### src/rtl/pc_gen_pkg.sv
// Shared types and helpers for the multi-hart fetch PC generator.
// Field widths are fixed maxima so the same types serve every build of the block.
package pc_gen_pkg;

    localparam int ILEN_COMPRESSED = 2;
    localparam int ILEN_WORD       = 4;

    localparam int HART_ID_MAX_W = 8;
    localparam int PC_MAX_W      = 64;

    typedef logic [HART_ID_MAX_W-1:0] hart_id_t;

    typedef struct packed {
        logic                valid;
        hart_id_t            hart;
        logic [PC_MAX_W-1:0] pc;
    } redirect_t;

    // Only the two lowest PC bits are ever cleared by alignment, so callers
    // pass those bits in and splice the result back under the upper PC bits.
    function automatic logic [1:0] align_pc(input logic [1:0] pc_low, input int ilen_bytes);
        if (ilen_bytes == ILEN_COMPRESSED) begin
            return {pc_low[1], 1'b0};
        end
        return 2'b00;
    endfunction

endpackage

### src/rtl/pc_gen_mt_hart_rr_select.sv
// Rotating-priority picker: returns the first set mask bit at or after ptr,
// wrapping around. Also used by the issue stage.
module hart_rr_select #(
    parameter int N = 4,
    parameter int W = (N > 1) ? $clog2(N) : 1
) (
    input  logic [N-1:0] mask,
    input  logic [W-1:0] ptr,
    output logic [W-1:0] sel,
    output logic         any
);

    int         idx_int;
    logic [W-1:0] idx;
    logic       found;

    always_comb begin
        sel     = '0;
        found   = 1'b0;
        idx_int = 0;
        idx     = '0;
        for (int i = 0; i < N; i++) begin
            idx_int = int'(ptr) + i;
            if (idx_int >= N) begin
                idx_int = idx_int - N;
            end
            idx = W'(idx_int);
            if (!found && mask[idx]) begin
                found = 1'b1;
                sel   = idx;
            end
        end
    end

    assign any = |mask;

endmodule

### src/rtl/pc_gen_mt.sv
// Multi-hart fetch PC generator: one PC per hart, round-robin hart selection,
// valid/ready fetch handshake with request locking, and per-hart redirects.
module pc_gen_mt
    import pc_gen_pkg::*;
#(
    parameter int               XLEN         = 32,
    parameter int               NUM_HARTS    = 4,
    parameter logic [XLEN-1:0]  RESET_VECTOR = '0,
    parameter int               ILEN_BYTES   = 4,
    localparam int              HART_W       = (NUM_HARTS > 1) ? $clog2(NUM_HARTS) : 1
) (
    input  logic                 clk,
    input  logic                 reset_n,
    input  logic [NUM_HARTS-1:0] hart_enable,
    output logic                 fetch_valid,
    input  logic                 fetch_ready,
    output logic [XLEN-1:0]      fetch_pc,
    output logic [HART_W-1:0]    fetch_hart,
    input  logic                 redirect_valid,
    input  logic [HART_W-1:0]    redirect_hart,
    input  logic [XLEN-1:0]      redirect_pc
);

    logic [XLEN-1:0]   pc_q [NUM_HARTS];
    logic [XLEN-1:0]   pc_d [NUM_HARTS];
    logic [HART_W-1:0] rr_ptr_q, rr_ptr_d;
    logic              locked_q, locked_d;
    logic [HART_W-1:0] locked_hart_q, locked_hart_d;

    logic [HART_W-1:0] rr_sel;
    logic [HART_W-1:0] sel;
    logic              any_enabled;
    logic              fire;

    redirect_t         redir;
    logic              redir_hit;
    logic [HART_W-1:0] redir_idx;
    logic [XLEN-1:0]   redir_pc_aligned;

    hart_rr_select #(
        .N (NUM_HARTS),
        .W (HART_W)
    ) u_rr_select (
        .mask (hart_enable),
        .ptr  (rr_ptr_q),
        .sel  (rr_sel),
        .any  (any_enabled)
    );

    // A backpressured request stays pinned to its hart until it is accepted.
    assign sel = locked_q ? locked_hart_q : rr_sel;

    // Outputs are forced idle combinationally so they drop the instant reset asserts.
    assign fetch_valid = reset_n & (locked_q | any_enabled);
    assign fetch_hart  = reset_n ? sel : '0;
    assign fetch_pc    = reset_n ? pc_q[sel] : RESET_VECTOR;
    assign fire        = fetch_valid & fetch_ready;

    always_comb begin
        redir.valid = redirect_valid;
        redir.hart  = hart_id_t'(redirect_hart);
        redir.pc    = PC_MAX_W'(redirect_pc);
    end

    assign redir_hit        = redir.valid && (int'(redir.hart) < NUM_HARTS);
    assign redir_idx        = redir.hart[HART_W-1:0];
    assign redir_pc_aligned = {redir.pc[XLEN-1:2], align_pc(redir.pc[1:0], ILEN_BYTES)};

    if (XLEN < PC_MAX_W) begin : g_pc_hi
        logic unused_pc_hi;
        assign unused_pc_hi = |redir.pc[PC_MAX_W-1:XLEN];
    end

    // The redirect is applied last so it overrides a same-hart increment.
    always_comb begin
        pc_d = pc_q;
        if (fire) begin
            pc_d[sel] = pc_q[sel] + XLEN'(ILEN_BYTES);
        end
        if (redir_hit) begin
            pc_d[redir_idx] = redir_pc_aligned;
        end
    end

    always_comb begin
        rr_ptr_d      = rr_ptr_q;
        locked_d      = locked_q;
        locked_hart_d = locked_hart_q;
        if (fire) begin
            rr_ptr_d = (sel == HART_W'(NUM_HARTS - 1)) ? '0 : sel + HART_W'(1);
            locked_d = 1'b0;
        end else if (fetch_valid) begin
            locked_d      = 1'b1;
            locked_hart_d = sel;
        end
    end

    always_ff @(posedge clk or negedge reset_n) begin
        if (!reset_n) begin
            for (int h = 0; h < NUM_HARTS; h++) begin
                pc_q[h] <= RESET_VECTOR;
            end
            rr_ptr_q      <= '0;
            locked_q      <= 1'b0;
            locked_hart_q <= '0;
        end else begin
            pc_q          <= pc_d;
            rr_ptr_q      <= rr_ptr_d;
            locked_q      <= locked_d;
            locked_hart_q <= locked_hart_d;
        end
    end

endmodule

### config.mk
export PLATFORM = sky130hd
export DESIGN_NAME = pc_gen_mt
export DESIGN_NICKNAME = d
export VERILOG_FILES = /design/src/rtl/pc_gen_pkg.sv /design/src/rtl/pc_gen_mt_hart_rr_select.sv /design/src/rtl/pc_gen_mt.sv
export SDC_FILE = /design/constraint.sdc
export NUM_CORES = 1
export LEC_CHECK = 0
export CORE_MARGIN = 4
export CORE_UTILIZATION = 26
export CTS_BUF_LIST = sky130_fd_sc_hd__clkbuf_8
export CTS_CLUSTER_SIZE = 20
export DETAILED_ROUTE_END_ITERATION = 8
export GPL_ROUTABILITY_DRIVEN = 0
export GPL_TIMING_DRIVEN = 0
export SETUP_SLACK_MARGIN = 0.3
export SYNTH_ARGS = -nofsm -noshare
export SYNTH_HDL_FRONTEND = slang
export SYNTH_SLANG_ARGS = --single-unit
### constraint.sdc
create_clock -name clk -period 3.61 [get_ports clk]
set_input_delay 0.722 -clock clk [delete_from_list [all_inputs] [get_ports clk]]
set_output_delay 0.722 -clock clk [all_outputs]
set_load 0.02 [all_outputs]
# [After elaboration in Yosys (flattened, before gate mapping)]
# Index checks and enable logic that the tools add are counted.
[totals] inputBits=42 regBits=133 out_inout_bits=35
[op_classes] n_addsub=9 muxes=36 reduce_logical=12 order_cmp=13 n_bitwise=6 n_eq_ne=1
[ops] op="bitwise mux 128 bit" count=2
[ops] op="2-to-1 mux 128 bit" count=2
[ops] op="2-to-1 mux 32 bit" count=5
[ops] op="demux 32 bit (select 2 bit)" count=2
[ops] op="binary-select mux 32 bit (select 2 bit)" count=1
[ops] op="adder 32 x 3 -> 32 bit (second input constant)" count=1
[ops] op="2-to-1 mux 2 bit" count=11
[ops] op=">= comparator 3 bit (second input constant)" count=5
[ops] op="< comparator 2 x 3 -> 1 bit (second input constant)" count=5
[ops] op="2-to-1 mux 1 bit" count=9
[ops] op="binary-select mux 1 bit (select 2 bit)" count=4
[ops] op="subtractor 2 x 1 -> 2 bit (second input constant)" count=4
[ops] op="adder 2 x 2 -> 3 bit (second input constant)" count=2
[ops] op="logical AND 1 bit" count=6
[ops] op="< comparator 3 x 1 -> 1 bit (second input constant)" count=2
[ops] op="inverter 2 -> 3 bit" count=2
[ops] op="OR reduction 4 bit" count=1
[ops] op="adder 2 x 1 -> 3 bit (second input constant)" count=1
[ops] op=">= comparator 2 x 3 -> 1 bit (second input constant)" count=1
[ops] op="zero test 1 bit" count=3
[ops] op="adder 2 x 1 -> 2 bit (second input constant)" count=1
[ops] op="bitwise AND 1 bit" count=2
[ops] op="equality test 2 bit (second input constant)" count=1
[ops] op="AND reduction 2 bit" count=1
[ops] op="other kinds (3)" count=3

# [Longest topological paths before layout]
[depth] depth_word=24 depth_mapped=16

# [Hierarchy]
# Synthesis repeated with hierarchy kept, for this count alone.
[hier_totals] cells_unflattened=906 hier_area_um2=7990.2
[modules_own_cells] module="pc_gen_mt" seq_area_each_um2=3328.2 cells_per_inst=891 n_inst=1 area_each_um2=7912.6
[modules_own_cells] module="hart_rr_select" seq_area_each_um2=0.0 cells_per_inst=15 n_inst=1 area_each_um2=77.6

# [Worst setup path after synthesis]
# OpenSTA, ideal clock, no wires.
[synth_timing] path_type="input to register" startpoint="in hart_enable[0]" endpoint="reg pc_q[126] (netlist name)" path_buffers=4 path_stages=14 path_slack_ns=-0.231 setup_time_ns=0.127 arrival_time_ns=3.714 required_time_ns=3.483 path_cell_list="or3_4 > or3_1 > buf_6 > nand2_4 > buf_6 > buf_12 > mux4_2 > ha_1 > o2111ai_1 > nand4b_1 > buf_2 > nand3b_1 > mux2i_1 > nand3_1"
[synth_rtl] item="start: declaration" line="pc_gen_mt.sv:14" source="input logic [NUM_HARTS-1:0] hart_enable,"
[synth_rtl] item="end signal: assignment" line="pc_gen_mt.sv:107" source="pc_q <= pc_d;"
[synth_rtl] item="end: declaration" line="pc_gen_mt.sv:24" source="logic [XLEN-1:0] pc_q [NUM_HARTS];"

==> run summary <==
Run status: finished, violations left
Failing checks: negative setup slack
Worst-margin pin slew: 0.8523 ns
Initial drt markers: 1,335
Design Area, Final: 0.01270 mm2
Clock root buffer: clkbuf_8
Slew HR: 43.18%
Initial core utilization: 26.49%
Mean Syn Cell Area: 8.470 um2
Max Slew Vio Count: 0
Largest net degree at the start of global routing: 73
Post-synth EDFFs: 0
H-tree depth: 4
Post-synth ARST share: 100.0%
Critical path class: flop to flop
Number of CTS-inserted buffers: 17
Most used cell, CP: buf_6
Ys Warns: 0
# rows: 65
Hold WS: 0.1540 ns
Die Y: 187.8 um
WP data arrival: 4.21 ns
RSZ-0062 raised after global routing: true
Detail-routed via count per cell: 5.807
Hold Crit Class: primary input to asynchronous set/reset pin
Register area share after synthesis: 39.61%
Initial antenna violation count: 0
Placed Area: 0.009814 mm2
Setup TNS: -7.788 ns
Crit path launch type: flop
First-pass GRT wire length: 56,120 um
Core Box Area: 0.03172 mm2
Final Hold Viols: 0
Max cap viols: 0
Mapped Cells: 992
Number of I/O port buffers: 74
Nets: 1,250
Area Overhead vs Synth: 51.18%
Layout cell share with drive strength beyond 1: 36.87%
Slowest stage delay, CP: 0.51 ns
Netlist cell types: 59
Number of global-route vias before repair: 9,110
FILL cells: 3,026
Total Power: 0.01120 W
Via count: 9,390
Post-route minimum period: 3.856 ns
Cell at the slowest stage of the critical path: or4_4
Wire length per cell: 23.98 um
CP endpoint kind: flop
Final setup fails: 81
Hpwl dp: 23,850 um
Post-route ant nets: 0
Power Density: 881.9 mW/mm2
Main synth FF type: dfrtp_1
Leak: 5.420 nW
Pre-antenna DRT Iters: 7
Tot GR Track Use: 20.72%
Die ar.: 0.03525 mm2
Max FO, Critical Path: 8
Tcrit/Tclk final: 106.8%
Yosys reg bits: 133
Syn_nets: 1,039
Clock Sinks: 133
Die width: 187.8 um
Fmax: 0.2593 GHz
Cell Chain, Critical Path: buf_6, and3b_2, o41ai_4, buf_4, nand2_8, buf_12, buf_12, mux4_2, buf_6, ha_4, o2111ai_4, nand4b_1, buf_6, or4_4, buf_6, mux2i_2, nand3_1
Setup ws final: -0.2464 ns
Mapped Area: 0.008402 mm2
Pre-CTS WS: -1.724 ns
Clock slew at reported path FFs: 0.08 ns
Worst-case clock buffer depth: 2
ANT cells: 0
Setup Skew: 0.01184 ns
Number of I/O pins: 77
GRT overflow: 0
CP required: 3.96 ns
DRC viols: 0
Worst skew pair latency: 0.47 ns
CTS tree: done
Total Wirelength: 38,780 um
Max VDD drop: 0.3149 mV
[metal layers]
| metal | GRT usage (%) | part of all wire (%) |
|---|---|---|
| met5 | 0 | 0 |
| met4 | 9.063 | 4.2 |
| met3 | 5.771 | 11 |
| met2 | 31.38 | 44 |
| met1 | 27.76 | 40 |
[placed cells by master, fill, tap and decap left out, types with 18 or more instances in the layout]
cell             count
nand2_1            116
nor2_1              78
dfrtp_1            132
o21ai_0             51
mux2i_1             23
buf_6               60
and3_1              40
clkbuf_1            30
clkdlybuf4s50_1     35
clkbuf_8            20
a21oi_1             45
clkbuf_2            18
buf_4               81
nor3_2              25
nand3_1             27
o21ai_1             71
[worst max-delay path: cells and delay by family (launching register included)]
kind | cells | cell delay, ns
AOI/OAI and AO/OA | 2 | 0.42
adders and majority gates | 1 | 0.15
buffers and inverters | 7 | 1.09
DFF | 1 | 0.40
muxes | 2 | 0.55
and+or+nand+nor | 5 | 1.12
[report_power, final]
part	switching (W)	internal [W]
logic	0.00395	0.00348
registers	0.000432	0.00216
clock network	0.000641	0.000543
[registers in the layout (all words and copies together) (netlist names)]
register / count
pc_q: 128
locked_hart_q: 2
rr_ptr_q: 2
locked_q: 1
[path summary, 6_finish.rpt]
path,depth (start not counted),slack (ns),start,endpoint
min,1,0.15,reset_n,pc_q[68]
min reg2reg,2,0.53,pc_q[127],pc_q[127]
max,17,-0.25,rr_ptr_q[0],pc_q[28]
min in group clk,2,0.53,pc_q[127],pc_q[127]
max in group asynchronous,2,2.88,reset_n,pc_q[51]
max reg2reg,17,-0.25,rr_ptr_q[0],pc_q[28]
[cells by family (layout without fill, tap and decap cells)]
family                   after synthesis  after routing  synth area share (%)
adder cells (fa/ha/maj)                5              5                0.7446
XOR/XNOR                              15             15                 1.564
flip-flops                           133            133                 39.61
AND/OR/NAND/NOR                      454            454                 27.39
AO/OA/AOI/OAI                        249            249                 17.42
buffers and inverters                 87            310                 4.780
multiplexers                          49             49                 8.488
[layout make-up]
class / count / area [um2] / share of cell area, %
multi-input cells: 772 / 5929 / 46.68
clock inverters: 13 / 95.09 / 0.7486
plain buffers: 79 / 645.6 / 5.083
well taps: 402 / 503.0 / 3.960
inverters: 8 / 45.04 / 0.3546
flip-flops and latches: 133 / 3329 / 26.21
repair buffers: 192 / 1907 / 15.01
clock buffers: 18 / 247.7 / 1.950
[Yosys cell counts, drive strengths merged, types with 9 or more instances]
cell	instances	share of area [%]
xnor2	10	1.0
clkbuf	64	2.9
a211oi	12	1.1
nor2	108	4.8
dfrtp	133	40
nor4	11	1.7
mux2i	27	3.2
o211ai	9	0.80
a31oi	10	0.74
a21o	17	1.5
and3	44	3.3
a21oi	50	3.0
and2	21	1.6
o21ai	130	7.7
nor3	47	2.8
nand4	16	1.3
buf	15	1.6
mux4	16	4.5
nand2	126	5.7
nand3	43	2.6
[stage by stage]
| stage | cells | utilization (%) |
|---|---|---|
| finish | 1617 | 40.05 |
| global placement | 1468 | 30.85 |
| detailed placement | 1469 | 30.94 |
| CTS | 1588 | 37.66 |
| global route | 1617 | 40.05 |
| floorplan | 992 | - |
[timing repair]
item / 4_1_cts / 5_1_grt
buffers inserted: 84 / 28
gates cloned: 4 / 1
gates resized for setup: 467 / 152
setup endpoints to repair: 163 / 160
pin swaps: 150 / 81
hold buffers: 0 / 0
No activity file was read; power rests on OpenSTA's default activity.
